===== src/rtl/pll_ctrl_pkg.sv =====
// Shared types and constants for the PLL reconfiguration controller:
// FSM state encoding, divider/duty reset defaults and counter widths.
package pll_ctrl_pkg;

    typedef enum logic [2:0] {
        ST_PWD       = 3'd0,
        ST_RST       = 3'd1,
        ST_WAIT_LOCK = 3'd2,
        ST_LOCKED    = 3'd3,
        ST_ERROR     = 3'd4
    } pll_state_e;

    localparam int unsigned DATA_W  = 10;
    localparam int unsigned TMO_W   = 16;
    localparam int unsigned PHASE_W = 16;
    localparam int unsigned RETRY_W = 2;

    localparam logic [DATA_W-1:0] ODIV_DEF = 10'd100;
    localparam logic [DATA_W-1:0] DUTY_DEF = 10'd100;

    // Increment that holds at lim instead of wrapping.
    function automatic logic [TMO_W-1:0] sat_inc(input logic [TMO_W-1:0] v,
                                                 input logic [TMO_W-1:0] lim);
        logic [TMO_W-1:0] r;
        if (v >= lim) begin
            r = v;
        end else begin
            r = v + 16'd1;
        end
        return r;
    endfunction

endpackage


===== src/rtl/pll_lock_filter.sv =====
// Two-flop synchronizer for the raw PLL lock plus a stability counter that
// reports lock_ok once LOCK_STABLE consecutive high samples have been seen.
module pll_lock_filter
    import pll_ctrl_pkg::*;
#(
    parameter int unsigned LOCK_STABLE = 16
) (
    input  logic clk,
    input  logic rst,
    input  logic pll_lock,
    input  logic count_en,
    output logic lock_sync,
    output logic lock_ok
);

    localparam int unsigned      STAB_W   = $clog2(LOCK_STABLE + 1);
    localparam logic [STAB_W-1:0] STAB_MAX = STAB_W'(LOCK_STABLE);

    logic              sync1_q, sync1_d;
    logic              sync2_q, sync2_d;
    logic [STAB_W-1:0] stab_q,  stab_d;

    // Synchronizer and stability counter registers.
    always_ff @(posedge clk) begin
        if (rst) begin
            sync1_q <= 1'b0;
            sync2_q <= 1'b0;
            stab_q  <= '0;
        end else begin
            sync1_q <= sync1_d;
            sync2_q <= sync2_d;
            stab_q  <= stab_d;
        end
    end

    // Counter runs only while the controller waits for lock; any low sample restarts it.
    always_comb begin
        sync1_d = pll_lock;
        sync2_d = sync1_q;
        stab_d  = stab_q;
        if (!count_en) begin
            stab_d = '0;
        end else if (!sync2_q) begin
            stab_d = '0;
        end else if (stab_q == STAB_MAX) begin
            stab_d = stab_q;
        end else begin
            stab_d = stab_q + STAB_W'(1);
        end
    end

    assign lock_sync = sync2_q;
    assign lock_ok   = (stab_q == STAB_MAX);

endmodule


===== src/rtl/pll_reconfig_ctrl.sv =====
// PLL power-up / lock-acquire / reconfiguration sequencer with bounded
// retries, lock-loss relock and a terminal error state.
module pll_reconfig_ctrl
    import pll_ctrl_pkg::*;
#(
    parameter int unsigned PWD_CYCLES   = 10,
    parameter int unsigned RST_CYCLES   = 10,
    parameter int unsigned LOCK_STABLE  = 16,
    parameter int unsigned LOCK_TIMEOUT = 65535,
    parameter int unsigned MAX_RETRY    = 3
) (
    input  logic               clk,
    input  logic               rst,
    input  logic               pll_lock,
    input  logic               cfg_valid,
    output logic               cfg_ready,
    input  logic [DATA_W-1:0]  cfg_odiv0,
    input  logic [DATA_W-1:0]  cfg_odiv1,
    input  logic [DATA_W-1:0]  cfg_duty0,
    input  logic [DATA_W-1:0]  cfg_duty1,
    output logic               pll_pwd,
    output logic               pll_rst,
    output logic [DATA_W-1:0]  dyn_odiv0,
    output logic [DATA_W-1:0]  dyn_odiv1,
    output logic [DATA_W-1:0]  dyn_duty0,
    output logic [DATA_W-1:0]  dyn_duty1,
    output logic               clk_en,
    output logic               locked,
    output logic               err,
    output logic [RETRY_W-1:0] retry_cnt
);

    localparam logic [PHASE_W-1:0] PWD_LAST   = PHASE_W'(PWD_CYCLES - 1);
    localparam logic [PHASE_W-1:0] RST_LAST   = PHASE_W'(RST_CYCLES - 1);
    localparam logic [TMO_W-1:0]   TMO_LIMIT  = TMO_W'(LOCK_TIMEOUT - 1);
    localparam logic [TMO_W-1:0]   TMO_SAT    = TMO_W'(LOCK_TIMEOUT);
    localparam logic [RETRY_W-1:0] RETRY_LAST = RETRY_W'(MAX_RETRY - 1);

    pll_state_e         state_q, state_d;
    logic [PHASE_W-1:0] phase_q, phase_d;
    logic [TMO_W-1:0]   tmo_q, tmo_d;
    logic [RETRY_W-1:0] retry_q, retry_d;
    logic [DATA_W-1:0]  odiv0_q, odiv0_d, odiv1_q, odiv1_d;
    logic [DATA_W-1:0]  duty0_q, duty0_d, duty1_q, duty1_d;
    logic               pwd_q, pwd_d, prst_q, prst_d;
    logic               locked_q, locked_d, ready_q, ready_d, err_q, err_d;
    logic               lock_sync_s, lock_ok_s, cfg_fire_s;

    pll_lock_filter #(
        .LOCK_STABLE (LOCK_STABLE)
    ) u_lock_filter (
        .clk       (clk),
        .rst       (rst),
        .pll_lock  (pll_lock),
        .count_en  (state_q == ST_WAIT_LOCK),
        .lock_sync (lock_sync_s),
        .lock_ok   (lock_ok_s)
    );

    assign cfg_fire_s = cfg_valid & ready_q;

    // State, counters, captured configuration and registered outputs.
    always_ff @(posedge clk) begin
        if (rst) begin
            state_q  <= ST_PWD;
            phase_q  <= '0;
            tmo_q    <= '0;
            retry_q  <= '0;
            odiv0_q  <= ODIV_DEF;
            odiv1_q  <= ODIV_DEF;
            duty0_q  <= DUTY_DEF;
            duty1_q  <= DUTY_DEF;
            pwd_q    <= 1'b1;
            prst_q   <= 1'b1;
            locked_q <= 1'b0;
            ready_q  <= 1'b0;
            err_q    <= 1'b0;
        end else begin
            state_q  <= state_d;
            phase_q  <= phase_d;
            tmo_q    <= tmo_d;
            retry_q  <= retry_d;
            odiv0_q  <= odiv0_d;
            odiv1_q  <= odiv1_d;
            duty0_q  <= duty0_d;
            duty1_q  <= duty1_d;
            pwd_q    <= pwd_d;
            prst_q   <= prst_d;
            locked_q <= locked_d;
            ready_q  <= ready_d;
            err_q    <= err_d;
        end
    end

    // Sequencer next-state logic; outputs are decoded from the next state so they
    // change on the same edge as the state register.
    always_comb begin
        state_d = state_q;
        phase_d = phase_q;
        tmo_d   = tmo_q;
        retry_d = retry_q;
        odiv0_d = odiv0_q;
        odiv1_d = odiv1_q;
        duty0_d = duty0_q;
        duty1_d = duty1_q;
        case (state_q)
            ST_PWD: begin
                if (phase_q == PWD_LAST) begin
                    state_d = ST_RST;
                    phase_d = '0;
                end else begin
                    phase_d = phase_q + 16'd1;
                end
            end
            ST_RST: begin
                if (phase_q == RST_LAST) begin
                    state_d = ST_WAIT_LOCK;
                    phase_d = '0;
                    tmo_d   = '0;
                end else begin
                    phase_d = phase_q + 16'd1;
                end
            end
            ST_WAIT_LOCK: begin
                if (lock_ok_s) begin
                    state_d = ST_LOCKED;
                end else if (tmo_q >= TMO_LIMIT) begin
                    if (retry_q >= RETRY_LAST) begin
                        state_d = ST_ERROR;
                    end else begin
                        state_d = ST_RST;
                        phase_d = '0;
                        retry_d = retry_q + 2'd1;
                    end
                end else begin
                    tmo_d = sat_inc(tmo_q, TMO_SAT);
                end
            end
            ST_LOCKED: begin
                retry_d = '0;
                // A cfg handshake takes priority and also covers a coincident lock loss.
                if (cfg_fire_s) begin
                    odiv0_d = cfg_odiv0;
                    odiv1_d = cfg_odiv1;
                    duty0_d = cfg_duty0;
                    duty1_d = cfg_duty1;
                    state_d = ST_RST;
                    phase_d = '0;
                end else if (!lock_sync_s) begin
                    state_d = ST_RST;
                    phase_d = '0;
                end else begin
                    state_d = ST_LOCKED;
                end
            end
            ST_ERROR: begin
                state_d = ST_ERROR;
            end
            default: begin
                state_d = ST_PWD;
                phase_d = '0;
            end
        endcase

        pwd_d    = (state_d == ST_PWD) || (state_d == ST_ERROR);
        prst_d   = (state_d == ST_PWD) || (state_d == ST_RST) || (state_d == ST_ERROR);
        locked_d = (state_d == ST_LOCKED);
        ready_d  = (state_d == ST_LOCKED);
        err_d    = (state_d == ST_ERROR);
    end

    assign pll_pwd   = pwd_q;
    assign pll_rst   = prst_q;
    assign dyn_odiv0 = odiv0_q;
    assign dyn_odiv1 = odiv1_q;
    assign dyn_duty0 = duty0_q;
    assign dyn_duty1 = duty1_q;
    assign clk_en    = locked_q;
    assign locked    = locked_q;
    assign cfg_ready = ready_q;
    assign err       = err_q;
    assign retry_cnt = retry_q;

endmodule


===== config.mk =====
export PLATFORM = sky130hd
export DESIGN_NAME = pll_reconfig_ctrl
export DESIGN_NICKNAME = d
export VERILOG_FILES = /design/src/rtl/pll_ctrl_pkg.sv /design/src/rtl/pll_lock_filter.sv /design/src/rtl/pll_reconfig_ctrl.sv
export SDC_FILE = /design/constraint.sdc
export NUM_CORES = 1
export LEC_CHECK = 0
export BUFFER_PORTS_ARGS = -buffer_cell sky130_fd_sc_hd__buf_2
export CAP_MARGIN = 10
export CORE_ASPECT_RATIO = 1.2
export CORE_UTILIZATION = 48
export DETAILED_ROUTE_END_ITERATION = 6
export PLACE_DENSITY_LB_ADDON = 0.08
export SYNTH_ARGS = -nofsm -noshare
export SYNTH_HDL_FRONTEND = slang
export SYNTH_SLANG_ARGS = --single-unit

===== constraint.sdc =====
create_clock -name clk -period 2.07 [get_ports clk]
set_input_delay 0.207 -clock clk [delete_from_list [all_inputs] [get_ports clk]]
set_output_delay 0.207 -clock clk [all_outputs]
set_load 0.005 [all_outputs]

# Word-level counts from Yosys, hierarchy flattened

Index checks and enable logic that the tools add are counted.

Add/sub/neg operators: 4
Magnitude comparators: 3
Equality and inequality tests: 16
Mux-type cells: 24
Bitwise gates (word level): 4
Reductions and logical operators: 13

Operators with widths:

| kind                  | number |
|---|---|
| $mux 16               | 10 |
| $pmux 16 s4           | 1 |
| $add 16x1->16 const B | 2 |
| $ge 16x16->1 const B  | 2 |
| $pmux 16 s2           | 1 |
| $eq 16x4->1 const B   | 1 |
| $mux 3                | 5 |
| $pmux 3 s5            | 1 |
| $ne 2x2->1 const B    | 6 |
| $mux 2                | 5 |
| $reduce_and 5->1      | 2 |
| $eq 3x2->1 const B    | 3 |
| $eq 3x1->1 const B    | 2 |
| $eq 3x3->1 const B    | 2 |
| $logic_not 3->1       | 2 |
| $add 5x1->5 const B   | 1 |
| $eq 5x5->1 const B    | 1 |
| $pmux 2 s2            | 1 |
| $reduce_and 4->1      | 1 |
| $reduce_bool 2->1     | 2 |
| $logic_or 1x1->1      | 3 |
| $ne 3x3->1 const B    | 1 |
| $not 1->1             | 3 |
| $reduce_or 3->1       | 1 |
| 5 further kinds       | 5 |

Register bits: 88
Word-level logic and storage cells: 79

# Longest topological paths before layout

Word-level depth: 8
Gate-level depth with buffers: 10
Mapped depth without buffers: 8

# Hierarchy

A second synthesis with hierarchy kept.

Cell total of the unflattened synthesis: 496
Area, all modules: 4137.7 um^2

Modules (own cells, without submodules):

| module            | times used | cells each | area an instance (um^2) | sequential area each (um^2) |
|---|---|---|---|---|
| pll_reconfig_ctrl | 1          | 461        | 3763.6                  | 1621.6 |
| pll_lock_filter   | 1          | 35         | 374.1                   | 140.1 |

# Least setup slack after synthesis

Ideal clock, no wire load.

Path type: register to register
From: register phase_q[0]
To: register tmo_q[7]
Arrival time: 1880 ps
Data required time: 1949 ps
Path slack: 68 ps
Stages on the path, launching flop included: 9
Path through: dfxtp_1 -> ha_1 -> nor4b_2 -> nand4_2 -> or2_1 -> buf_6 -> a21oi_4 -> nand3_2 -> mux2_4

Longest elaborated chain between the ends: 3

RTL lines:

| item                       | line                     | text |
|---|---|---|
| start: declaration         | pll_reconfig_ctrl.sv:40  | `logic [PHASE_W-1:0] phase_q, phase_d;` |
| start signal: assignment   | pll_reconfig_ctrl.sv:80  | `phase_q <= phase_d;` |
| $eq 16x4->1                | pll_reconfig_ctrl.sv:116 | `if (phase_q == RST_LAST) begin` |
| $ne 2x2->1 (no line)       | n/a                      |  |
| $reduce_and 5->1 (no line) | n/a                      |  |
| end signal: assignment     | pll_reconfig_ctrl.sv:81  | `tmo_q <= tmo_d;` |
| end: declaration           | pll_reconfig_ctrl.sv:41  | `logic [TMO_W-1:0] tmo_q, tmo_d;` |

Every way passes these cells.
A chain may end at the register's enable or synchronous reset.

# Worst setup path after layout

From: register phase_q[0]
To: register phase_q[12]

Longest elaborated chain between the ends: 3

RTL lines:

| item                                         | line                                               | text |
|---|---|---|
| $add 16x1->16 or $eq 16x4->1 (tied branches) | n/a                                                |  |
| $mux 16 *                                    | pll_reconfig_ctrl.sv:108, pll_reconfig_ctrl.sv:116 |  |
| $pmux 16 s4 *                                | pll_reconfig_ctrl.sv:106                           | `case (state_q)` |

Mark *: on every way between the ends. The rest lies on a longest branch, timed or not.

==> run_results.csv <==
group,metric,value,unit
pwr,report.power.total,3.18,mW
logic_synthesis,synth.distinct_cells,50,
place,hpwl,6.22,mm
grt,grtUsageMet2,36.6,%
clocking,clk_pin_slew,0.10,ns
clocking,cts_made_buffers,9,
layout,multi_input_comb_area,1980,sq um
layout,antenna_cells,0,
drt,drc,2,
clocking,cts_sinks,88,
sta,slew_violations,0,
logic_synthesis,synthArstFlopShare,0,%
drt,routedWlPerCell,13.3,um
layout,fin_nets,619,
sta,max_slew_margin,73.0,%
logic_synthesis,ys_warn_count,0,
clocking,clk_path_buf_depth,2,
pwr,power.density,663,nW/um^2
worst_setup_path,cp_max_fo,5,
logic_synthesis,synth_ff_type,"dfxtp_1",
logic_synthesis,ys_seq_area_share,45.4,%
floorplanning,core,7750,sq um
drt,ant_nets,0,
logic_synthesis,ys_ff_latch,88,
grt,grt_pass1_vias,3318,
layout,drive_gt1_share,26.2,%
worst_setup_path,end_kind,"flip-flop",
grt,grt_pass1_wl,14.7,mm
pwr,p_leak,1.91,nW
sta,setup_slack,0.162,ns
clocking,htree_levels,3,
clocking,cts_tree,"yes",
clocking,clockRootBuffer,"clkbuf_8",
floorplanning,dieArea,8450,sq um
grt,busiest_layer,"met2",
place,dp_cells,646,
layout,fillers,701,
sta,layout_min_cycle_time,1.91,ns
worst_setup_path,path_class,"flip-flop to flip-flop",
grt,grt-ovfl-total,0,
floorplanning,die_y,101,um
floorplanning,rows,35,
sta,rsz0062_at_grt,"yes",
sta,setup_violations,0,
logic_synthesis,syn_inst,469,
grt,met1_usage,25.7,%
clocking,clock_latency,0.36,ns
drt,dr.first_iter.drc_count,90,
layout,fin_cells,665,
drt,drt-vias-per-instance,5.33,
worst_setup_path,crit_path_start_kind,"flip-flop",
grt,use_met3,4.91,%
floorplanning,io_pins,92,
run_status,violations,"design-rule violations",
place,place_worst_setup_slack,0.0661,ns
layout,seq_area,1760,sq um
floorplanning,die_w,84.1,um
worst_setup_path,crit_required,2.31,ns
pwr,vdd_drop_max,0.419,mV
worst_setup_path,arrival,2.14,ns
job,drv_cap,0,
layout,final_util,61.8,%
logic_synthesis,avgSynthCellArea,8.28,sq um
grt,track_usage,21.4,%
logic_synthesis,synth_nets,520,
sta,hold_viol_final,0,
sta,period_share,92.2,%
floorplanning,start_util,50.1,%
run_status,status,"finished, violations left",
drt,firstDrtPassIters,6,
place,port_buffers,91,
layout,syn_to_final_growth,23.5,%
drt,wl,8.82,mm
sta,whs,0.0491,ns
sta,fmax,524,MHz
grt,antenna_found_initial,0,
grt,grt_max_degree,41,
place,place_congestion,0.886,
sta,clock_skew,0.0135,ns
logic_synthesis,synth_edf_count,0,
sta,worstMarginPinSlew,0.405,ns
hold_path,worstHoldPathType,"input port to flip-flop",
logic_synthesis,synth_area,3880,sq um
drt,via_count,3544,
## timing repair
item / 4_1_cts / 5_1_grt
gates resized for setup: 0 / 6
setup endpoints to repair: 0 / 15
setup buffers: 0 / 3
hold buffers: 0 / 0
## cell usage after synthesis (5+ instances only)
cell / n / share of area [%]
a211oi_1: 12 / 2.3
a21oi_1: 51 / 6.6
a31oi_1: 6 / 0.97
and3_1: 9 / 1.5
and4_1: 6 / 1.4
clkbuf_1: 20 / 1.9
dfxtp_1: 88 / 45
ha_1: 7 / 2.3
inv_1: 10 / 0.97
nand2_1: 91 / 8.8
nand3_1: 11 / 1.4
nand3b_1: 15 / 2.9
nand4_1: 12 / 1.9
nor2_1: 43 / 4.2
nor2b_1: 5 / 0.81
nor3_1: 5 / 0.64
o21ai_0: 11 / 1.4
xnor2_1: 10 / 2.3
xor2_1: 8 / 1.8
## flip-flops by register name (all words and copies together), names as in the netlist
signal and count:
err 1, u_lock_filter.sync1_q 1, pll_pwd 1, dyn_odiv0 10, pll_rst 1, retry_cnt 2, dyn_duty1 10, tmo_q 16
u_lock_filter.lock_sync 1, state_q 3, phase_q 16, u_lock_filter.stab_q 5, dyn_odiv1 10, cfg_ready 1, dyn_duty0 10
## layout make-up
class / instances / share of cell area [%]
multi-input cells: 343 / 41.4
clock buffers: 10 / 2.87
inverters: 10 / 0.783
clock inverters: 6 / 2.04
well taps: 92 / 2.40
flip-flops and latches: 88 / 36.8
repair buffers: 116 / 13.8
## kinds of logic after synthesis
kind of cell / synth area share [%]
AOI/OAI and AO/OA: 14.0
xor gates and xnor gates: 4.06
adders and majority gates: 2.26
buffers and inverters: 4.25
DFF: 45.4
muxes: 0.644
and+or+nand+nor: 29.5
## critical path: stages (launching register included)
cell	delay, ns
dfxtp_1	0.35
buf_4	0.13
ha_1	0.19
and3_1	0.22
nand3_1	0.15
nor4_1	0.26
buf_4	0.18
a21oi_1	0.06
o21ai_0	0.17
a21oi_1	0.08
## layout by cell type (no fill, tap or decap), drive strengths merged, types with 3 or more instances in the layout
cell and n:
xor2 8, dfxtp 88, or2 3, nand2 91
nor3 6, nor2b 5, nand3 12, nor4 4
a21oi 52, and4 6, nand3b 15, buf 116
nand4 13, nand2b 3, a31oi 6, and2 4
clkbuf 10, and3 9, a211oi 12, nor2 43
or3 4, ha 7, o21ai 12, xnor2 10
inv 13
## power breakdown
part           internal [mW]  switching (mW)  total, mW
clock                  0.732           0.645       1.38
combinational         0.0513          0.0463     0.0976
sequential              1.70         0.00592       1.70
total                   2.48           0.697       3.18
## through the flow
stage | area [sq um] | setup TNS, ns
floorplan | 3880 | 0
global placement | 4510 | 0
detailed placement | 4510 | 0
CTS | 4740 | 0
global route | 4790 | -0.0429
finish | 4790 | 0
## path summary, 6_finish.rpt
path,startpoint,end,slack (ns),cells after the start
setup / recovery,phase_q[0]$_SDFFE_PP0P_,phase_q[12]$_SDFFE_PP0P_,0.16,9
hold / removal,cfg_duty0[6],dyn_duty0[6]$_SDFFE_PP1P_,0.05,3
setup reg to reg,phase_q[0]$_SDFFE_PP0P_,phase_q[12]$_SDFFE_PP0P_,0.16,9
hold reg to reg,u_lock_filter.sync1_q$_SDFF_PP0_,u_lock_filter.lock_sync$_SDFF_PP0_,0.44,1
## metal layers
layer | vias up | part of all wire (%)
met5 | - | 0
met4 | 0 | 2.5
met1 | 1631 | 43
met3 | 18 | 4.3
li1 | 1812 | -
met2 | 83 | 50
Note: power is estimated with default switching activity, not from simulation.
